--- config.mk ---
export PLATFORM = sky130hd
export DESIGN_NAME = lifo_stack_flat
export DESIGN_NICKNAME = d
export VERILOG_FILES = /design/src/rtl/lifo_stack_if.sv /design/src/rtl/lifo_stack.sv /design/src/flat_wrapper.sv
export SDC_FILE = /design/constraint.sdc
export NUM_CORES = 1
export LEC_CHECK = 0
export ABC_CLOCK_PERIOD_IN_PS = 3900
export BUFFER_PORTS_ARGS = -buffer_cell sky130_fd_sc_hd__buf_4
export CAP_MARGIN = 10
export CORE_ASPECT_RATIO = 0.6
export CORE_UTILIZATION = 45
export DETAILED_ROUTE_END_ITERATION = 6
export RECOVER_POWER = 100
export SLEW_MARGIN = 10
export SYNTH_ARGS = -nofsm -noshare
export SYNTH_HDL_FRONTEND = slang
export SYNTH_SLANG_ARGS = --single-unit
export TNS_END_PERCENT = 100
--- constraint.sdc ---
create_clock -name clk -period 3.9 [get_ports clk]
set_clock_uncertainty 0.1 [all_clocks]
set_input_delay 0.78 -clock clk [delete_from_list [all_inputs] [get_ports clk]]
set_output_delay 0.78 -clock clk [all_outputs]
set_load 0.05 [all_outputs]
--- src/rtl/lifo_stack_if.sv ---
// Handshake/data bundle between a LIFO stack and its user.
// The user side drives the request signals; the stack answers with registered status and data.
interface lifo_stack_if #(
    parameter int WIDTH = 8,
    parameter int DEPTH = 16
);
    localparam int CNT_W = $clog2(DEPTH + 1);

    logic             clear;
    logic             push;
    logic             pop;
    logic [WIDTH-1:0] din;
    logic [WIDTH-1:0] dout;
    logic             empty;
    logic             full;
    logic [CNT_W-1:0] count;
    logic             overflow;
    logic             underflow;

    modport master (
        output clear, push, pop, din,
        input  dout, empty, full, count, overflow, underflow
    );

    modport slave (
        input  clear, push, pop, din,
        output dout, empty, full, count, overflow, underflow
    );
endinterface

--- src/rtl/lifo_stack.sv ---
// Parametrised LIFO stack with push, pop, replace-top and synchronous clear.
// All outputs are registered; rejected operations raise one-cycle error pulses.
module lifo_stack #(
    parameter int WIDTH = 8,
    parameter int DEPTH = 16
) (
    input  logic          clk,
    input  logic          rst_n,
    lifo_stack_if.slave   bus
);
    localparam int CNT_W = $clog2(DEPTH + 1);
    localparam int AW    = (DEPTH > 1) ? $clog2(DEPTH) : 1;

    logic [WIDTH-1:0] mem [DEPTH];

    logic [CNT_W-1:0] count_q, count_d;
    logic [WIDTH-1:0] dout_q, dout_d;
    logic             empty_q, empty_d;
    logic             full_q, full_d;
    logic             ovf_q, ovf_d;
    logic             unf_q, unf_d;

    logic             we;
    logic [AW-1:0]    wr_idx;
    logic [AW-1:0]    rd_idx;

    always_comb begin
        count_d = count_q;
        dout_d  = dout_q;
        ovf_d   = 1'b0;
        unf_d   = 1'b0;
        we      = 1'b0;
        wr_idx  = AW'(count_q);
        // Entry that becomes the new top after a pop.
        rd_idx  = AW'(count_q - CNT_W'(2));

        if (bus.clear) begin
            count_d = '0;
            dout_d  = '0;
        end else if (bus.push && bus.pop && !empty_q) begin
            we      = 1'b1;
            wr_idx  = AW'(count_q - CNT_W'(1));
            dout_d  = bus.din;
        end else if (bus.push && (!bus.pop || empty_q)) begin
            if (full_q) begin
                ovf_d = 1'b1;
            end else begin
                we      = 1'b1;
                count_d = count_q + CNT_W'(1);
                dout_d  = bus.din;
            end
        end else if (bus.pop) begin
            if (empty_q) begin
                unf_d = 1'b1;
            end else begin
                count_d = count_q - CNT_W'(1);
                dout_d  = (count_q == CNT_W'(1)) ? '0 : mem[rd_idx];
            end
        end

        empty_d = (count_d == '0);
        full_d  = (count_d == CNT_W'(DEPTH));
    end

    always_ff @(posedge clk) begin
        if (!rst_n) begin
            count_q <= '0;
            dout_q  <= '0;
            empty_q <= 1'b1;
            full_q  <= 1'b0;
            ovf_q   <= 1'b0;
            unf_q   <= 1'b0;
        end else begin
            count_q <= count_d;
            dout_q  <= dout_d;
            empty_q <= empty_d;
            full_q  <= full_d;
            ovf_q   <= ovf_d;
            unf_q   <= unf_d;
        end
    end

    // Storage has no reset; only accepted writes ever touch it.
    always_ff @(posedge clk) begin
        if (rst_n && we) begin
            mem[wr_idx] <= bus.din;
        end
    end

    assign bus.dout      = dout_q;
    assign bus.count     = count_q;
    assign bus.empty     = empty_q;
    assign bus.full      = full_q;
    assign bus.overflow  = ovf_q;
    assign bus.underflow = unf_q;
endmodule

--- src/flat_wrapper.sv ---
// flat-port wrapper written by rule: the top's interface ports become plain ports
module lifo_stack_flat 
#(
    parameter int WIDTH = 8,
    parameter int DEPTH = 16
)
  (clk, rst_n, bus_clear, bus_push, bus_pop, bus_din, bus_dout, bus_empty, bus_full, bus_count, bus_overflow, bus_underflow);
  lifo_stack_if #(.WIDTH(WIDTH), .DEPTH(DEPTH)) bus_i ();
  input  logic clk;
  input  logic rst_n;
  input wire logic [$bits(bus_i.clear)-1:0] bus_clear;
  input wire logic [$bits(bus_i.push)-1:0] bus_push;
  input wire logic [$bits(bus_i.pop)-1:0] bus_pop;
  input wire logic [$bits(bus_i.din)-1:0] bus_din;
  output wire logic [$bits(bus_i.dout)-1:0] bus_dout;
  output wire logic [$bits(bus_i.empty)-1:0] bus_empty;
  output wire logic [$bits(bus_i.full)-1:0] bus_full;
  output wire logic [$bits(bus_i.count)-1:0] bus_count;
  output wire logic [$bits(bus_i.overflow)-1:0] bus_overflow;
  output wire logic [$bits(bus_i.underflow)-1:0] bus_underflow;
  assign bus_i.clear = bus_clear;
  assign bus_i.push = bus_push;
  assign bus_i.pop = bus_pop;
  assign bus_i.din = bus_din;
  assign bus_dout = bus_i.dout;
  assign bus_empty = bus_i.empty;
  assign bus_full = bus_i.full;
  assign bus_count = bus_i.count;
  assign bus_overflow = bus_i.overflow;
  assign bus_underflow = bus_i.underflow;
  lifo_stack #(.WIDTH(WIDTH), .DEPTH(DEPTH)) u_core (.clk(clk), .rst_n(rst_n), .bus(bus_i));
endmodule
---- After elaboration in Yosys (flattened, before gate mapping) ----
Memories as Yosys holds them, arrays and structs flattened.
Cells that the tools add are included.
word-level totals
  output and inout port bits .............. 17
  bits of input ports ..................... 13
  word-level logic and storage cells ...... 52
  memories kept ........................... 1
  RAM bits ................................ 128
  bits in registers ....................... 17
memory list
  memory      depth  bits a word  read ports  clocked after Yosys merged registers in  wr ports  RTL line          text
  u_core.mem  16     8            1           0                                        1         lifo_stack.sv:14  logic [WIDTH-1:0] mem [DEPTH];
cells by class
  equal/unequal tests ..................... 4
  add/sub/neg operators ................... 3
  reductions and logical operators ........ 13
  multiplexer cells ....................... 22
  bitwise operators ....................... 3
operators with widths
  operator                                           number
  two-way mux 8 bit                                  6
  two-way mux 5 bit                                  6
  two-way mux 1 bit                                  8
  two-way mux 4 bit                                  2
  != test 3 bit (second input constant)              2
  adder 5 x 1 -> 5 bit (second input constant)       1
  == test 5 x 1 -> 1 bit (second input constant)     1
  == test 5 bit (second input constant)              1
  logical NOT 5 bit                                  1
  OR reduction 5 bit                                 1
  subtractor 5 x 1 -> 5 bit (second input constant)  1
  logical AND 1 bit                                  4
  OR reduction 4 bit                                 1
  subtractor 4 x 2 -> 4 bit (second input constant)  1
  inverter 1 bit                                     3
  AND reduction 3 bit                                1
  nonzero test 3 bit                                 1
  logical NOT 1 bit                                  2
  OR reduction 2 bit                                 1
  logical OR 1 bit                                   1

---- Depth between registers and ports, before layout ----
  depth after elaboration ................. 9
  gate-level depth with buffers ........... 11
  depth with buffers taken out ............ 7

---- Least setup slack after synthesis ----
Ideal clock, no wire load.
  kind .................................... register to register
  start point ............................. register u_core.count_q[1], in the netlist u_core.bus.count[1]
  end point ............................... memory u_core.mem[11][0], enable pin
  data arrival time ....................... 2.933 ns
  slack ................................... 0.483 ns
  period minus slack after synthesis ...... 3.417 ns
  cell stages (with the launch flop) ...... 11
  library setup time ...................... 0.383 ns
  data required time ...................... 3.417 ns
  buffers on the path ..................... 3
  path through ............................ dfxtp_1 buf_4 buf_4 buf_2 inv_1 ha_1 a21boi_2 nand2b_1 o32ai_1 a32oi_1 nor3_1
between the ends
  word-level cells in the longest chain between the ends .. 3
ends and longest elaborated chain
  what                       RTL line          text
  start: declaration         lifo_stack.sv:16  logic [CNT_W-1:0] count_q, count_d;
  start signal: assignment   lifo_stack.sv:74  count_q <= count_d;
  subtractor 5 x 1 -> 5 bit  lifo_stack.sv:42  wr_idx = AW'(count_q - CNT_W'(1));
  two-way mux 4 bit          lifo_stack.sv:40  end else if (bus.push && bus.pop && !empty_q) begin
  two-way mux 4 bit (*)      lifo_stack.sv:37  if (bus.clear) begin
  end: declaration           lifo_stack.sv:14
Every way passes the cells marked *; elsewhere a longest branch is shown, timed or not.

---- Worst setup path in the final report ----
  start point ............................. register u_core.count_q[1], in the netlist u_core.bus.count[1]
  end point ............................... output port bus_count[1]
RTL lines
  what              RTL line            text
  end: declaration  flat_wrapper.sv:18  output wire logic [$bits(bus_i.count)-1:0] bus_count;
No word-level cell between the ends.

==> impl_metrics.tcl <==
set metrics [dict create \
    clkLatencyLatePin_ns 0.41 \
    grt_pass1_vias 3541 \
    start_util 0.472 \
    maxCapViolCount 1 \
    nNetsFinal 455 \
    drive_above_1_share 0.171 \
    synth_cells 398 \
    netlist.area_leader.share 0.618 \
    ir_drop_v 0.000264 \
    power_density_nw_per_um2 513 \
    finalSetupTns_ns 0 \
    postRouteAntennaNets 0 \
    drc 0 \
    antenna_found_initial 0 \
    grt_pass1_wl_um 21200 \
    yosys.area.top_type "edfxtp_1" \
    hold_viol_final 0 \
    crit_required_ns 3.02 \
    synth_common_cells "edfxtp_1 (128), a211oi_1 (25), nor2_1 (24)" \
    violations "capacitance limit, slew limit" \
    placedInstanceArea_um2 6620 \
    die_y_um 93.0 \
    yosysSeqAreaShare 0.673 \
    synthesis.area_um2 6220 \
    num_vias 3678 \
    slew_headroom -0.0957 \
    fillers 1083 \
    cp_data_arrival_time_ns 2.47 \
    tightest_slew_ns 1.64 \
    hold_path_class "flop to flop" \
    syn_avg_cell_area_um2 15.6 \
    async_reset_ff_frac 0 \
    ctsResizeCount 0 \
    fmax_mhz 298 \
    p_leak_nw 2.18 \
    worstSetupPathType "flop to output port" \
    clk_path_buf_depth 2 \
    die_x_um 154 \
    numClockSinks 145 \
    yosysUniqueCellTypes 51 \
    hpwl_um 9190 \
    cp_max_fo 63 \
    synthMostInstantiatedCell "edfxtp_1" \
    period_minus_slack_ns 3.35 \
    setup_viol 0 \
    whs_ns 0.426 \
    routed_wl_um 14100 \
    numCtsBuffers 17 \
    r2r_start "u_core.bus.count[1]$_SDFF_PN0_" \
    synth_seq_cells 145 \
    drtIter0Drc 253 \
    synth_edf_count 128 \
    ctsHoldBuffers 0 \
    hp-start "u_core.bus.dout[5]$_SDFFE_PP0P_" \
    holdPathStages 2 \
    gp_congestion 0.901 \
    finalCritPeriodShare 0.860 \
    firstDrtPassIters 5 \
    clk_pin_slew_worst_paths_ns 0.07 \
    synth_area_leaders "edfxtp_1 (62%), mux4_2 (5.8%), dfxtp_1 (5.5%)" \
    grt_setup_unrepaired "false" \
    clockRootBuffer "clkbuf_16" \
    critPathLaunchType "flop" \
    fin_area_um2 7050 \
    row_count 32 \
    syn_nets 417 \
    fp.dieArea_um2 14300 \
    ios 30 \
    diodes 0 \
    status "complete, but fails checks" \
    htreeDepth 4 \
    drv_slew 64 \
    wl_per_cell_um 22.8 \
    min_to "u_core.bus.dout[5]$_SDFFE_PP0P_" \
    end_kind "output port" \
    track_usage 0.210 \
    area_growth_pct 13.5 \
    vias_per_cell 5.94 \
    coreArea_um2 13200 \
    cts_setup_buffers 0 \
    port_buffers 29 \
    regToRegSetupSlack_ns 0.57 \
    synth_ff_type "edfxtp_1" \
    ys.warnings.count 0 \
    reg2reg_depth 4 \
    r2r_end "u_core.mem[7][4]$_DFFE_PP_" \
    grt_max_degree 64 \
    overflow 0 \
    tritoncts "yes" \
]
==> routing by layer <==
| layer | GRT usage | up-vias | share of wire |
|---|---|---|---|
| met5 | 0 | - | 0 |
| met4 | 0.0600 | 0 | 0.012 |
| met3 | 0.0593 | 20 | 0.062 |
| met2 | 0.307 | 115 | 0.44 |
| met1 | 0.305 | 1884 | 0.48 |
| li1 | - | 1659 | - |
==> per-stage QoR <==
stage,utilization,worst slack (ns),power (mW),instances
final,0.536,0.546,3.62,619
after CTS,0.548,0.866,3.65,619
after detailed placement,0.503,0.863,2.03,587
after global routing,0.536,0.344,3.74,619
after floorplan,-,0.483,1.93,398
after global placement,0.503,0.932,2.02,587
==> logic make-up (layout without fill, tap and decap cells) <==
group | Yosys count | in the layout | synth area share
xor+xnor | 4 | 4 | 0.00563
buf+inv | 28 | 79 | 0.0227
flops | 145 | 145 | 0.673
compound gates | 81 | 81 | 0.0926
simple gates | 84 | 84 | 0.0779
mux | 50 | 50 | 0.116
fa+ha+maj | 6 | 6 | 0.0121
==> state kept, by name, summed over array words and instances, names as in the netlist <==
signal	cells
u_core.bus.count	5
u_core.bus.dout	8
u_core.bus.overflow	1
u_core.mem	128
u_core.bus.full	1
u_core.bus.empty	1
u_core.bus.underflow	1
==> how the worst max path moves through the flow <==
| stage | end | startpoint | depth (start not counted) | slack (ns) |
|---|---|---|---|---|
| after floorplan | u_core.mem[11][0]$_DFFE_PP_ | u_core.bus.count[1]$_SDFF_PN0_ | 10 | 0.48 |
| after global placement | u_core.mem[6][7]$_DFFE_PP_ | bus_pop | 6 | 0.93 |
| after detailed placement | u_core.mem[13][4]$_DFFE_PP_ | bus_pop | 6 | 0.86 |
| after CTS | u_core.mem[13][2]$_DFFE_PP_ | u_core.bus.count[2]$_SDFF_PN0_ | 7 | 0.87 |
| after global routing | u_core.bus.empty$_SDFF_PN1_ | u_core.bus.count[1]$_SDFF_PN0_ | 6 | 0.34 |
| final | bus_count[1] | u_core.bus.count[1]$_SDFF_PN0_ | 2 | 0.55 |
==> worst max-delay path, cell delays in order (launching register included) <==
cell      delay [ns]
dfxtp_1         0.32
clkbuf_2        1.19
clkbuf_1        0.54
==> power by group <==
part	total (mW)	internal, mW	switching [mW]
clock network	1.63	1.01	0.624
registers	1.71	1.70	0.0109
logic	0.274	0.0886	0.185
total	3.62	2.80	0.820
==> placed cells by master (no fill, tap or decap), drive strengths merged, types with 2 or more instances in the layout <==
| cell | netlist | layout |
|---|---|---|
| a211oi | 25 | 25 |
| a21o | 3 | 3 |
| a21oi | 9 | 9 |
| a32oi | 4 | 4 |
| and3b | 2 | 2 |
| buf | 18 | 4 |
| bufinv | 0 | 3 |
| clkbuf | 4 | 56 |
| clkinv | 0 | 5 |
| clkinvlp | 0 | 3 |
| dfxtp | 17 | 17 |
| edfxtp | 128 | 128 |
| ha | 6 | 6 |
| inv | 6 | 8 |
| mux2 | 17 | 17 |
| mux2i | 17 | 17 |
| mux4 | 16 | 16 |
| nand2 | 15 | 15 |
| nand2b | 6 | 6 |
| nand3 | 2 | 2 |
| nand3b | 2 | 2 |
| nand4 | 3 | 3 |
| nor2 | 24 | 24 |
| nor2b | 9 | 9 |
| nor3 | 7 | 7 |
| nor3b | 3 | 3 |
| nor4b | 2 | 2 |
| nor4bb | 2 | 2 |
| o21a | 2 | 2 |
| o21ai | 13 | 13 |
| o22ai | 9 | 9 |
| o2bb2ai | 8 | 8 |
| o32ai | 3 | 3 |
| xnor2 | 4 | 4 |
==> cell type report <==
class	count	area, µm²	share of cell area
clock buffers	19	433	0.0614
clock inverters	13	160	0.0227
inverters	6	22.5	0.00319
multi-input cells	225	1870	0.265
flip-flops and latches	145	4180	0.593
well taps	170	213	0.0302
repair buffers	41	170	0.0241
No activity file was read; power rests on OpenSTA's default activity.
